**src/rtl/lcd_frame_scheduler.sv**
```systemverilog
// lcd_frame_scheduler: per-frame sequencer for the shared lcd_write engine.
// Issues the CASET/RASET/RAMWR window words, then fetches and writes
// H_RES*V_RES pixels over a req/valid handshake. Image switches requested by
// the free-running switch timer are only applied at the frame boundary.
// Optional build macro LCD_TE_SYNC_EN: adds lcd_te and gates each frame start
// on a synchronised rising edge of the panel tearing-effect line.
module lcd_frame_scheduler #(
   parameter int unsigned H_RES         = 160,
   parameter int unsigned V_RES         = 240,
   parameter int unsigned SWITCH_CYCLES = 50000000,
   parameter int unsigned NUM_IMAGES    = 5
) (
   input  logic       clk_25MHz,
   input  logic       rst_n,
`ifdef LCD_TE_SYNC_EN
   input  logic       lcd_te,
`endif
   input  logic       init_done,
   input  logic       wr_done,
   output logic [8:0] wr_data,
   output logic       wr_en,
   output logic       pix_req,
   output logic [15:0] pix_index,
   input  logic       pix_valid,
   input  logic [8:0] pix_data,
   output logic [2:0] image_id,
   output logic       frame_start,
   output logic       busy
);

   localparam int unsigned NPIX     = H_RES * V_RES;
   localparam logic [15:0] LAST_PIX = 16'(NPIX - 1);
   localparam logic [15:0] XE       = 16'(H_RES - 1);
   localparam logic [15:0] YE       = 16'(V_RES - 1);
   localparam int unsigned TW       = (SWITCH_CYCLES > 1) ? $clog2(SWITCH_CYCLES) : 1;
   localparam logic [TW-1:0] TMAX   = TW'(SWITCH_CYCLES - 1);
   localparam logic [2:0] IMG_LAST  = 3'(NUM_IMAGES - 1);
   localparam logic [3:0] WIN_LAST  = 4'd10;

   typedef enum logic [2:0] {
      IDLE,
      WIN,
      FETCH,
      WRITE,
      FRAME_END,
      WAIT_TE
   } state_t;

   state_t        state_q, state_d;
   logic [3:0]    win_idx_q, win_idx_d;
   logic          wr_en_q, wr_en_d;
   logic [8:0]    wr_data_q, wr_data_d;
   logic          pix_req_q, pix_req_d;
   logic [15:0]   pix_index_q, pix_index_d;
   logic [2:0]    image_id_q, image_id_d;
   logic          frame_start_q, frame_start_d;
   logic [TW-1:0] timer_q, timer_d;
   logic          switch_pending_q, switch_pending_d;
   logic          expire;

   // The pixel word's dc bit is always forced to 1, so the source's copy is unused.
   logic unused_pix_dc;
   assign unused_pix_dc = pix_data[8];

   // Address-window command set: column range 0..XE, row range 0..YE, then RAMWR.
   function automatic logic [8:0] win_word(input logic [3:0] idx);
      case (idx)
         4'd0:    win_word = 9'h02A;
         4'd1:    win_word = 9'h100;
         4'd2:    win_word = 9'h100;
         4'd3:    win_word = {1'b1, XE[15:8]};
         4'd4:    win_word = {1'b1, XE[7:0]};
         4'd5:    win_word = 9'h02B;
         4'd6:    win_word = 9'h100;
         4'd7:    win_word = 9'h100;
         4'd8:    win_word = {1'b1, YE[15:8]};
         4'd9:    win_word = {1'b1, YE[7:0]};
         default: win_word = 9'h02C;
      endcase
   endfunction

`ifdef LCD_TE_SYNC_EN
   logic te_s1_q, te_s2_q, te_prev_q;
   logic te_rise;

   // Two-flop synchroniser for lcd_te plus a delayed copy for edge detection.
   always_ff @(posedge clk_25MHz or negedge rst_n) begin
      if (!rst_n) begin
         te_s1_q   <= 1'b0;
         te_s2_q   <= 1'b0;
         te_prev_q <= 1'b0;
      end else begin
         te_s1_q   <= lcd_te;
         te_s2_q   <= te_s1_q;
         te_prev_q <= te_s2_q;
      end
   end

   assign te_rise = te_s2_q & ~te_prev_q;
`endif

   // State and output registers, all cleared asynchronously.
   always_ff @(posedge clk_25MHz or negedge rst_n) begin
      if (!rst_n) begin
         state_q          <= IDLE;
         win_idx_q        <= '0;
         wr_en_q          <= 1'b0;
         wr_data_q        <= '0;
         pix_req_q        <= 1'b0;
         pix_index_q      <= '0;
         image_id_q       <= '0;
         frame_start_q    <= 1'b0;
         timer_q          <= '0;
         switch_pending_q <= 1'b0;
      end else begin
         state_q          <= state_d;
         win_idx_q        <= win_idx_d;
         wr_en_q          <= wr_en_d;
         wr_data_q        <= wr_data_d;
         pix_req_q        <= pix_req_d;
         pix_index_q      <= pix_index_d;
         image_id_q       <= image_id_d;
         frame_start_q    <= frame_start_d;
         timer_q          <= timer_d;
         switch_pending_q <= switch_pending_d;
      end
   end

   // Next-state, switch timer and registered-output computation.
   always_comb begin
      state_d          = state_q;
      win_idx_d        = win_idx_q;
      wr_en_d          = wr_en_q;
      wr_data_d        = wr_data_q;
      pix_req_d        = pix_req_q;
      pix_index_d      = pix_index_q;
      image_id_d       = image_id_q;
      frame_start_d    = 1'b0;
      timer_d          = timer_q;
      switch_pending_d = switch_pending_q;
      expire           = 1'b0;

      if (state_q != IDLE) begin
         if (timer_q == TMAX) begin
            timer_d          = '0;
            expire           = 1'b1;
            switch_pending_d = 1'b1;
         end else begin
            timer_d = timer_q + 1'b1;
         end
      end

      case (state_q)
         IDLE: begin
            if (init_done) begin
`ifdef LCD_TE_SYNC_EN
               state_d = WAIT_TE;
`else
               state_d       = WIN;
               win_idx_d     = '0;
               wr_en_d       = 1'b1;
               wr_data_d     = win_word(4'd0);
               frame_start_d = 1'b1;
`endif
            end
         end
`ifdef LCD_TE_SYNC_EN
         WAIT_TE: begin
            if (te_rise) begin
               state_d       = WIN;
               win_idx_d     = '0;
               wr_en_d       = 1'b1;
               wr_data_d     = win_word(4'd0);
               frame_start_d = 1'b1;
            end
         end
`endif
         WIN: begin
            if (wr_done) begin
               if (win_idx_q == WIN_LAST) begin
                  state_d     = FETCH;
                  wr_en_d     = 1'b0;
                  pix_index_d = '0;
                  pix_req_d   = 1'b1;
               end else begin
                  win_idx_d = win_idx_q + 4'd1;
                  wr_data_d = win_word(win_idx_q + 4'd1);
               end
            end
         end
         FETCH: begin
            if (pix_valid) begin
               wr_data_d = {1'b1, pix_data[7:0]};
               pix_req_d = 1'b0;
               wr_en_d   = 1'b1;
               state_d   = WRITE;
            end
         end
         WRITE: begin
            if (wr_done) begin
               wr_en_d = 1'b0;
               if (pix_index_q == LAST_PIX) begin
                  state_d = FRAME_END;
               end else begin
                  pix_index_d = pix_index_q + 16'd1;
                  pix_req_d   = 1'b1;
                  state_d     = FETCH;
               end
            end
         end
         FRAME_END: begin
            wr_en_d = 1'b0;
            // An expiry landing on this very cycle is honoured at this boundary.
            if (switch_pending_q || expire) begin
               image_id_d       = (image_id_q == IMG_LAST) ? 3'd0 : image_id_q + 3'd1;
               switch_pending_d = 1'b0;
            end
`ifdef LCD_TE_SYNC_EN
            state_d = WAIT_TE;
`else
            state_d       = WIN;
            win_idx_d     = '0;
            wr_en_d       = 1'b1;
            wr_data_d     = win_word(4'd0);
            frame_start_d = 1'b1;
`endif
         end
         default: state_d = IDLE;
      endcase

      // Losing init_done aborts the frame; image_id and the timer are kept.
      if (state_q != IDLE && !init_done) begin
         state_d       = IDLE;
         wr_en_d       = 1'b0;
         pix_req_d     = 1'b0;
         pix_index_d   = '0;
         frame_start_d = 1'b0;
      end
   end

   assign wr_data     = wr_data_q;
   assign wr_en       = wr_en_q;
   assign pix_req     = pix_req_q;
   assign pix_index   = pix_index_q;
   assign image_id    = image_id_q;
   assign frame_start = frame_start_q;
   assign busy        = (state_q != IDLE);

endmodule

```
**config.mk**
```make
export PLATFORM = sky130hd
export DESIGN_NAME = lcd_frame_scheduler
export DESIGN_NICKNAME = d
export VERILOG_FILES = /design/src/rtl/lcd_frame_scheduler.sv
export SDC_FILE = /design/constraint.sdc
export NUM_CORES = 1
export LEC_CHECK = 0
export ABC_CLOCK_PERIOD_IN_PS = 3800
export CAP_MARGIN = 20
export CORE_UTILIZATION = 45
export DETAILED_ROUTE_END_ITERATION = 6
export GPL_ROUTABILITY_DRIVEN = 0
export PLACE_DENSITY = 0.67
export SLEW_MARGIN = 20
export SYNTH_ARGS = -nofsm -noshare
export SYNTH_HDL_FRONTEND = slang
export SYNTH_SLANG_ARGS = --single-unit
```
**constraint.sdc**
```tcl
create_clock -name clk_25MHz -period 3.8 [get_ports clk_25MHz]
set_clock_uncertainty 0.2 [all_clocks]
set_input_delay 0.38 -clock clk_25MHz [delete_from_list [all_inputs] [get_ports clk_25MHz]]
set_output_delay 0.38 -clock clk_25MHz [all_outputs]
set_load 0.02 [all_outputs]
```
==> metrics.txt <==
status finished clean; Top FF cell, synth dfrtp_1; register area 1627 um^2; Post-Place Cells 542; first-pass GRT wire length 13950 um; Post-synth EDFFs 0; root buffer cell clkbuf_8; Worst-Skew Late Latency 340 ps; Die H 92.86 um; asr flop ratio synth 100.0%; crit path kind reg -> out; final instance count without filler cells 559; R2R setup slack 1340 ps; GRT Util Overall 20.26%; Pre-antenna DRT Iters 4; # setup viols final 0; wire per inst 14.73 um; worst r2r dst image_id[0]; remaining global-route overflow 0; R2R depth 6; Reg-to-Reg Start state_q[2]; # resized after CTS 0; Worst Path Max Fanout 15; unrepaired setup endpoints after global routing no; largest net degree at the start of global routing 34; Worst VDD drop 415.9 uV; Worst Hold Class reg -> reg; drt via density 5.635; count of different cell masters after synthesis 56; Hold WS 276.8 ps; commonest non-fill, non-tap cell in the layout dfrtp_1; I/O pin total 46; overall power 2490 uW; Syn Nets 433; DR vias 3150; most frequent cells in the layout dfrtp_1, nand2_1, o21ai_0, clkdlybuf4s50_1, nor2_1; Routed WL 8234 um; Max H-tree Level 3; dpl hpwl 5710 um; core area 7848 um^2; yosys warns 0; Port Buf Inserts 44; Rel. slew slack 48.95%; min cycle time layout 2672 ps; vias in the first global route 2998; final max-slew violation count 0; clock buffer depth 2; initial core utilization 47.34%; # Post-CTS Setup Buffers 0; Fmax achieved 0.3742 GHz; layout net count 476; DIE WIDTH 92.86 um; MaxCap Viol Count 0; clk sinks 65; fillers 734; DRC 0; largest cells by area after synthesis dfrtp_1, o21ai_0, nand2_1, xnor2_1, ha_1; ANT cells 0; Pwr per Cell Area 562.9 nW/um^2; share of cells above drive strength 1 6.346%; area of the multi-input gates 1966 um^2; Startpoint Class register; Worst Setup EP busy; Worst Path Arrival 2090 ps; Mapped Area 3715 um^2; Routed Antenna Nets 0; total die area 8622 um^2; TritonCTS buffer count 9; Least-Margin Pin Slew 765.7 ps; Synth Register Bits 65; top-area cell type share of the netlist area 43.79%; area leader, netlist dfrtp_1; num rows 32; initial antenna violation count 0; TNS Setup 0 ps; Seq/Total Area, Yosys 43.79%; Syn Area/Cell 9.083 um^2; hold buffers post-CTS 1; Synth Instances 409; CP Capture Type output port; Leak 0.001844 uW; synthesis-to-layout area growth 19.06%; Worst-path clk slew 70 ps; CTS tree done; Layout Utilization 56.36%; final hold vios 0; WP data required 3220 ps; fraction of the cycle the final worst path needs 70.33%; source of the critical timing path state_q[2]; DR iter-0 viols 144
-- worst min path at each step --
stage,from,to,slack (ps),depth (start not counted)
2_1_floorplan,rst_n,frame_start,-120,0
3_3_place_gp,wr_data[3],wr_data[3],260,2
3_5_place_dp,wr_data[3],wr_data[3],270,2
4_1_cts,wr_data[3],wr_data[3],280,2
5_1_grt,wr_data[3],wr_data[3],300,2
6_report,wr_data[3],wr_data[3],280,2
-- state kept, by name (all words and copies together), names as in the netlist --
register and count:
pix_index 16, win_idx_q 4, state_q 3, wr_data 9
timer_q 26, switch_pending_q 1, image_id 3, pix_req 1
wr_en 1, frame_start 1
-- stage by stage --
step                      worst slack, ps  area [um^2]
after global routing                 1025         4423
after CTS                            1113         4423
after floorplan                      1683         3715
after detailed placement             1030         4223
after global placement               1079         4223
final                                1128         4423
-- layout make-up --
cell class              instances  area share [%]
inverters                      12           1.018
multi-input cells             316           44.44
well taps                     102           2.885
clock buffers                  14           3.451
repair buffers                 48           10.58
clock inverters                 2          0.8487
flip-flops and latches         65           36.78
-- cells in the mapped netlist, drive strengths merged, types with 4 or more instances --
cell / instances
and3: 6
mux2i: 7
nand3: 23
xnor2: 16
or4: 4
clkbuf: 6
nor3b: 4
nor4b: 6
nand2: 51
xor2: 6
ha: 10
inv: 12
nor3: 8
a21oi: 23
and4: 4
and2: 7
o21ai: 48
nor2: 30
dfrtp: 65
nand4: 12
o31ai: 4
buf: 10
a31oi: 6
-- logic make-up (layout without fill, tap and decap cells) --
family	Yosys count	count (layout)	synth area share, %
flip-flops	65	65	43.79
XOR/XNOR	22	22	5.187
AND/OR/NAND/NOR	176	176	26.34
buffers and inverters	28	76	3.301
adder cells (fa/ha/maj)	10	10	3.368
AO/OA/AOI/OAI	98	98	15.22
multiplexers	10	10	2.796
-- power by group --
group	switching (uW)	internal [uW]	leakage, uW
logic	559	399	0.000875
registers	138	815	0.000878
clock network	256	323	0.0000909
total	953	1540	0.00184
-- worst max-delay path, stage by stage (launching register included) --
cell,delay [ps]
dfrtp_1,610
nor3_1,110
buf_4,190
inv_1,190
clkdlybuf4s50_1,650
-- metal layers --
layer | up-vias | global-route usage [%] | wire (um)
met2 | 59 | 33.39 | 3797
met4 | 0 | 5.256 | 75
met3 | 6 | 5.583 | 309
met5 | - | 0 | 0
li1 | 1561 | - | -
met1 | 1524 | 26.15 | 4053
Power figures use the tool's default switching activity.
